### src/rtl/aclk_time_counter.sv
// Time-of-day counter for the alarm clock: four BCD digits (hh:mm) that
// advance once per one_minute strobe, accept a validated load from the
// keypad path, and pulse rollover when the day wraps.
module aclk_time_counter #(
    parameter int         H24      = 1,     // 1: 00:00..23:59, 0: 01:00..12:59
    parameter logic [3:0] RST_MSHR = 4'd0,  // reset tens-of-hours digit
    parameter logic [3:0] RST_LSHR = 4'd0   // reset units-of-hours digit
) (
    input  logic       clock,
    input  logic       reset,
    input  logic       one_minute,
    input  logic       load_new_c,
    input  logic [3:0] new_current_time_ms_hr,
    input  logic [3:0] new_current_time_ls_hr,
    input  logic [3:0] new_current_time_ms_min,
    input  logic [3:0] new_current_time_ls_min,
    output logic [3:0] current_time_ms_hr,
    output logic [3:0] current_time_ls_hr,
    output logic [3:0] current_time_ms_min,
    output logic [3:0] current_time_ls_min,
    output logic       load_err,
    output logic       rollover
);

    // Registered state
    logic [3:0] ms_hr_q,  ms_hr_d;
    logic [3:0] ls_hr_q,  ls_hr_d;
    logic [3:0] ms_min_q, ms_min_d;
    logic [3:0] ls_min_q, ls_min_d;
    logic       load_err_q, load_err_d;
    logic       rollover_q, rollover_d;

    // Result of advancing the held time by one minute
    logic [3:0] tick_ms_hr;
    logic [3:0] tick_ls_hr;
    logic [3:0] tick_ms_min;
    logic [3:0] tick_ls_min;
    logic       tick_rollover;

    logic       cur_ok;
    logic       new_ok;

    // Hour digits form a legal hour for the configured range.
    function automatic logic hour_ok(input logic [3:0] ms, input logic [3:0] ls);
        logic ok;
        if (H24 != 0) begin
            ok = ((ms < 4'd2) && (ls <= 4'd9)) ||
                 ((ms == 4'd2) && (ls <= 4'd3));
        end else begin
            ok = ((ms == 4'd0) && (ls >= 4'd1) && (ls <= 4'd9)) ||
                 ((ms == 4'd1) && (ls <= 4'd2));
        end
        return ok;
    endfunction

    // All four digits together form a legal time of day.
    function automatic logic time_ok(input logic [3:0] ms_hr,
                                     input logic [3:0] ls_hr,
                                     input logic [3:0] ms_min,
                                     input logic [3:0] ls_min);
        return hour_ok(ms_hr, ls_hr) && (ms_min <= 4'd5) && (ls_min <= 4'd9);
    endfunction

    assign cur_ok = time_ok(ms_hr_q, ls_hr_q, ms_min_q, ls_min_q);
    assign new_ok = time_ok(new_current_time_ms_hr, new_current_time_ls_hr,
                            new_current_time_ms_min, new_current_time_ls_min);

    // One-minute advance with BCD carry chain and day wrap; illegal held time recovers to reset value.
    always_comb begin
        tick_ms_hr    = ms_hr_q;
        tick_ls_hr    = ls_hr_q;
        tick_ms_min   = ms_min_q;
        tick_ls_min   = ls_min_q;
        tick_rollover = 1'b0;

        if (!cur_ok) begin
            tick_ms_hr  = RST_MSHR;
            tick_ls_hr  = RST_LSHR;
            tick_ms_min = 4'd0;
            tick_ls_min = 4'd0;
        end else if (ls_min_q != 4'd9) begin
            tick_ls_min = ls_min_q + 4'd1;
        end else begin
            tick_ls_min = 4'd0;
            if (ms_min_q != 4'd5) begin
                tick_ms_min = ms_min_q + 4'd1;
            end else begin
                // Minutes wrap: carry into the hour
                tick_ms_min = 4'd0;
                if ((H24 != 0) && (ms_hr_q == 4'd2) && (ls_hr_q == 4'd3)) begin
                    tick_ms_hr    = 4'd0;
                    tick_ls_hr    = 4'd0;
                    tick_rollover = 1'b1;
                end else if ((H24 == 0) && (ms_hr_q == 4'd1) && (ls_hr_q == 4'd2)) begin
                    // 12:59 -> 01:00 is not the day wrap in 12-hour mode
                    tick_ms_hr = 4'd0;
                    tick_ls_hr = 4'd1;
                end else if ((H24 == 0) && (ms_hr_q == 4'd1) && (ls_hr_q == 4'd1)) begin
                    tick_ms_hr    = 4'd1;
                    tick_ls_hr    = 4'd2;
                    tick_rollover = 1'b1;
                end else if (ls_hr_q == 4'd9) begin
                    tick_ls_hr = 4'd0;
                    tick_ms_hr = ms_hr_q + 4'd1;
                end else begin
                    tick_ls_hr = ls_hr_q + 4'd1;
                end
            end
        end
    end

    // Next-state select: load beats tick beats hold; pulses default low.
    always_comb begin
        ms_hr_d    = ms_hr_q;
        ls_hr_d    = ls_hr_q;
        ms_min_d   = ms_min_q;
        ls_min_d   = ls_min_q;
        load_err_d = 1'b0;
        rollover_d = 1'b0;

        if (load_new_c) begin
            // A coincident tick is deliberately dropped
            if (new_ok) begin
                ms_hr_d  = new_current_time_ms_hr;
                ls_hr_d  = new_current_time_ls_hr;
                ms_min_d = new_current_time_ms_min;
                ls_min_d = new_current_time_ls_min;
            end else begin
                load_err_d = 1'b1;
            end
        end else if (one_minute) begin
            ms_hr_d    = tick_ms_hr;
            ls_hr_d    = tick_ls_hr;
            ms_min_d   = tick_ms_min;
            ls_min_d   = tick_ls_min;
            rollover_d = tick_rollover;
        end
    end

    // State register with asynchronous return to the reset time.
    always_ff @(posedge clock or posedge reset) begin
        if (reset) begin
            ms_hr_q    <= RST_MSHR;
            ls_hr_q    <= RST_LSHR;
            ms_min_q   <= 4'd0;
            ls_min_q   <= 4'd0;
            load_err_q <= 1'b0;
            rollover_q <= 1'b0;
        end else begin
            ms_hr_q    <= ms_hr_d;
            ls_hr_q    <= ls_hr_d;
            ms_min_q   <= ms_min_d;
            ls_min_q   <= ls_min_d;
            load_err_q <= load_err_d;
            rollover_q <= rollover_d;
        end
    end

    assign current_time_ms_hr  = ms_hr_q;
    assign current_time_ls_hr  = ls_hr_q;
    assign current_time_ms_min = ms_min_q;
    assign current_time_ls_min = ls_min_q;
    assign load_err            = load_err_q;
    assign rollover            = rollover_q;

endmodule

### config.mk
export PLATFORM = sky130hd
export DESIGN_NAME = aclk_time_counter
export DESIGN_NICKNAME = d
export VERILOG_FILES = /design/src/rtl/aclk_time_counter.sv
export SDC_FILE = /design/constraint.sdc
export NUM_CORES = 1
export LEC_CHECK = 0
export ABC_AREA = 1
export CAP_MARGIN = 20
export CORE_MARGIN = 2
export CORE_UTILIZATION = 42
export DETAILED_ROUTE_END_ITERATION = 8
export GPL_ROUTABILITY_DRIVEN = 1
export PLACE_DENSITY = 0.75
export SYNTH_ARGS = -nofsm -noshare
export SYNTH_HDL_FRONTEND = slang
export SYNTH_SLANG_ARGS = --single-unit
### constraint.sdc
create_clock -name clock -period 1.3 [get_ports clock]
set_input_delay 0.26 -clock clock [delete_from_list [all_inputs] [get_ports clock]]
set_output_delay 0.26 -clock clock [all_outputs]
set_load 0.005 [all_outputs]
Word-level counts from Yosys, hierarchy flattened:

Index checks and enable logic that the tools add are counted.

* mux-type cells: 35
* equal/unequal tests: 10
* $lt $le $gt $ge: 10
* add/sub/neg operators: 4
* reductions and logical operators: 16

Operator list (number)
* $mux 4: 27
* $add 4x1->4 const B: 4
* $le 4x4->1 const B: 4
* $eq 4x2->1 const B: 3
* $logic_and 1x1->1: 9
* $le 4x2->1 const B: 2
* $le 4x3->1 const B: 2
* $lt 4x2->1 const B: 2
* $mux 1: 8
* $ne 3x3->1 const B: 2
* $reduce_and 5->1: 1
* $eq 4x4->1 const B: 1
* $ne 4x2->1 const B: 1
* $ne 4x3->1 const B: 1
* $ne 4x4->1 const B: 1
* $reduce_and 4->1: 1
* $reduce_and 3->1: 1
* $logic_or 1x1->1: 2
* $ne 2x1->1 const B: 1
* $reduce_and 2->1: 1
* $reduce_bool 2->1: 1

* logic and storage cells: 81
* bits in registers: 18
* output and inout bits: 18
* input port bits: 20

Longest topological paths before layout:

* word-level depth: 8
* mapped depth: 10
* depth with buffers taken out: 10

Least setup slack after synthesis:

OpenSTA, ideal clock, no wires.

* path kind: reg2reg
* start: register ms_hr_q[0], in the netlist current_time_ms_hr[0]
* end: register ms_hr_q[0], in the netlist current_time_ms_hr[0]
* cell stages (with the launch flop): 10
* buffers on the path: 0
* setup slack: -67 ps
* period minus slack after synthesis: 1367 ps
* library setup time: 65 ps
* required time: 1235 ps
* arrival: 1302 ps
* cell sequence: dfrtp_1 inv_1 ha_1 nand3_1 nand2_4 nand3_4 nand2_4 nor2_8 nand3_1 nand2_1

* longest elaborated chain between the ends: 8
* elaborated cells between the ends (all ways): 20
* classes of those cells: 1 x add/sub; 1 x order compare; 4 x eq/ne; 7 x mux; 7 x reduce/logical

RTL lines
* start: declaration: line 26 `logic [3:0] ms_hr_q, ms_hr_d;`
* start signal: assignment: line 150 `ms_hr_q <= ms_hr_d;`
* $add 4x1->4, or another cell as far along: line 104 `tick_ms_hr = ms_hr_q + 4'd1;`
* $mux 4, or another cell as far along: line 102 `end else if (ls_hr_q == 4'd9) begin`
* $mux 4 or $logic_or 1x1->1 (tied branches): line 90, 47
* $mux 4 or $logic_and 1x1->1 (tied branches): line 85, 61
* $mux 4 or $logic_and 1x1->1 (tied branches): line 81, 61
* $mux 4: line 76 `if (!cur_ok) begin`
* $mux 4: line 131 `end else if (one_minute) begin`
* $mux 4: line 121 `if (load_new_c) begin`

Parallel ways exist; a longest one is shown, timed or not. The select of a mux whose other input is x is not followed.
A chain may end at the register's enable or synchronous reset.

Worst setup path after layout:

* start: register ms_hr_q[3], in the netlist current_time_ms_hr[3]
* end: register ms_hr_q[2], in the netlist current_time_ms_hr[2]

* longest elaborated chain between the ends: 8
* elaborated cells between the ends (all ways): 18
* classes of those cells: 1 x order compare; 4 x eq/ne; 6 x mux; 7 x reduce/logical

RTL lines
* parallel branches: the longest is 8 deep, another holds $lt 4x2->1

Several ways; the timed one is not identified. The select of a mux whose other input is x is not followed.

==> summary.txt <==
per-cell routed wire length - 13.3 um
setup slack after layout - -0.172 ns
Core ar. - 3000 sq um
Setup TNS - -2.08 ns
post-synth top area share - 34.7%
GRT Overall Usage - 23.9%
Die Wd - 59.6 um
pin count of the biggest net entering global routing - 19
initial antenna violation count - 0
CTS Buffer Depth - 2
Post-synth EDFFs - 0
CP max FO - 4
clock-pin slew on the worst setup and hold paths - 0.11 ns
max incr delay on CP - 0.43 ns
register area share after synthesis - 34.7%
Worst Setup End Kind - flip-flop
Post-synth ARST share - 100%
Critical Path Slowest Stage Cell - dfrtp_1
Hold WC Path Type - primary input to async pin
endpoints failing hold - 0
Die Ht - 59.6 um
# DRC - 0
detail-routed via count per cell - 5.13
Routed Antenna Nets - 0
CP bufs+invs - 0
sequential power share - 22.7%
Req. time, crit path - 1.50 ns
Comb pwr share - 68.2%
endpoints failing setup - 19
layout cells sized above 1 - 43.3%
RD Place Congestion - 0.876
PwrDens - 1760 nW/um^2
RSZ-0062 raised after global routing - true
GR Overflow Total - 0
Synth cell types - 25
max_slew headroom - 84.0%
Num CTS Buffers - 3
vias - 1,590
hpwl dp - 2.70 mm
Worst EP arrival - 1.68 ns
DP Area - 1960 sq um
Post-synth top cells - nand2_1, inv_1, dfrtp_1, o21ai_0, nor2_1
cells along the critical path - nor2_2 > nand2_1 > nor2_1 > nor2_1 > nand3_2 > nand4_1 > nand2_1 > nand2_1
Synth Area per Inst - 7.14 sq um
crit path time final - 1.47 ns
final worst path period share - 113%
port buffer count - 37
switching part of the total - 42.3%
fin. max-slew vios - 0
R2R Setup Slk - -0.17 ns
fin nets - 300
startpoint types - flip-flop
pre-CTS WS - -0.490 ns
post-synth top area cell - dfrtp_1
H-tree depth - 1
Detailed Route Iter0 Violations - 62
final wirelength - 4.13 mm
Max VDD drop - 1120 uV
worst setup path category - flip-flop to flip-flop
Synth Flop Type - dfrtp_1
Final Total Pwr - 0.00401 W
max-cap violation count - 0
DIE AREA - 3550 sq um
status - finished, violations left
clock group share of total power - 9.1%
skew final - 0.00350 ns
Synth area leaders - dfrtp_1, nand2_1, o21ai_0, inv_1, nand3_4
fin area - 2280 sq um
placed cells - 285
clock sinks - 18
Net Sw Power - 0.00170 W
Initial Utilization - 43.3%
Clk Tree Root Cell - clkbuf_4
Top Ports - 38
syn_nets - 204
CTS tree - yes
Post-Syn Area - 1300 sq um
leakage - 1.17 nW
Synth Warn # - 0
failing checks - negative setup slack
Largest delay share family, worst path - simple AND/OR/NAND/NOR gates
cell count after synthesis - 182
Antenna Cells - 0
clk_lat worst skew - 0.31 ns
area grow syn2layout - 75.2%
num rows - 20
synthesized flop and latch total - 18
f_max - 680 MHz
Finished Layout Cells - 310
Int Pwr - 0.00232 W
count leader, synth - nand2_1
number of fill cells - 216
Top cell by count, worst path - nand2_1
DRT Pass-1 Iters - 4
vias in the first global route - 1,467
global-route wire length before repair - 6.38 mm
Worst Tran Pin Value - 0.241 ns
==> logic make-up after synthesis <==
kind of cell,after synthesis,share of synthesized area (%)
AND/OR/NAND/NOR,106,41.9
buffers and inverters,27,8.48
AO/OA/AOI/OAI,26,11.0
flip-flops,18,34.7
XOR/XNOR,3,2.02
adder cells (fa/ha/maj),2,1.93
==> layout make-up <==
class	count	area, sq um	area share (%)
tap	33	41.3	1.81
timing repair buffer	92	787	34.6
multi-input combinational	138	857	37.7
inverter	25	100	4.40
clock buffer	4	36.3	1.59
sequential	18	454	20.0
==> flip-flops by register name, indices dropped and copies added (netlist names) <==
| name | cells |
|---|---|
| load_err | 1 |
| rollover | 1 |
| current_time_ms_hr | 4 |
| current_time_ls_min | 4 |
| current_time_ms_min | 4 |
| current_time_ls_hr | 4 |
==> what timing repair did <==
item                                    CTS  global route
buffers inserted                         18             7
pin swaps                                11            15
hold buffers                              0             0
gates resized for setup                  73            38
cloned                                    0             1
endpoints found under the setup margin   35            29
==> final timing paths <==
kind / start / cells after the start / to
max in group asynchronous: reset / 3 / current_time_ls_hr[2]$_DFFE_PP0P_
worst min-delay path: reset / 3 / rollover$_DFF_PP0_
min in group clock: new_current_time_ls_hr[3] / 5 / current_time_ls_hr[3]$_DFFE_PP0P_
worst max-delay path: current_time_ms_hr[3]$_DFFE_PP0P_ / 8 / current_time_ms_hr[2]$_DFFE_PP0P_
worst min register to register: current_time_ms_hr[3]$_DFFE_PP0P_ / 2 / current_time_ms_hr[3]$_DFFE_PP0P_
worst max register to register: current_time_ms_hr[3]$_DFFE_PP0P_ / 8 / current_time_ms_hr[2]$_DFFE_PP0P_
==> through the flow <==
stage / util, % / hold slack (ns)
after floorplan: - / 0.199
after global placement: 65.4 / 0.498
after detailed placement: 65.4 / 0.507
after CTS: 73.0 / 0.285
after global routing: 75.8 / 0.301
final: 75.8 / 0.268
==> worst reg2reg max path, stage by stage, from the launching register on <==
cell and delay, ns:
dfrtp_1 0.43, nor2_2 0.18, nand2_1 0.08, nor2_1 0.13, nor2_1 0.08, nand3_2 0.09, nand4_1 0.21, nand2_1 0.12
nand2_1 0.06
==> power groups by stage <==
stage / sequential [W] / combinational [W] / clock (W)
6_report: 0.000913 / 0.00274 / 0.000365
5_1_grt: 0.000933 / 0.00297 / 0.000391
4_1_cts: 0.000892 / 0.00247 / 0.000363
3_5_place_dp: 0.000897 / 0.00206 / 0
3_3_place_gp: 0.000894 / 0.00204 / 0
2_1_floorplan: 0.000945 / 0.000979 / 0
==> cell usage in the layout (no fill, tap or decap) <==
cell / instances
a21oi_2: 2
nand3_4: 3
clkinv_2: 1
clkbuf_4: 3
nand2_4: 4
a31oi_1: 1
nor3_2: 1
nor2_2: 4
dlygate4sd2_1: 6
nor4_4: 1
nand2_2: 8
nor2_4: 3
nand4_1: 8
o21ai_2: 2
nand3_1: 5
dfrtp_2: 3
clkbuf_2: 5
nand3_2: 4
ha_4: 1
buf_2: 3
o21ai_1: 10
xor2_1: 3
ha_1: 1
clkbuf_8: 1
buf_6: 17
a21oi_4: 1
buf_4: 43
or2_2: 1
clkdlybuf4s50_1: 18
inv_1: 17
nand2_1: 56
o21ai_0: 10
inv_2: 5
dfrtp_1: 15
nor2_8: 2
inv_4: 2
nor2_1: 7
==> routing by layer <==
layer  up-vias  global-route usage [%]  part of all wire (%)
li1        779                       -                     -
met1       747                    30.4                    42
met2        53                    41.3                    51
met3        11                    3.28                   4.3
met4         0                    8.25                   2.6
met5         -                       0                     0
No activity file was read; power rests on OpenSTA's default activity.
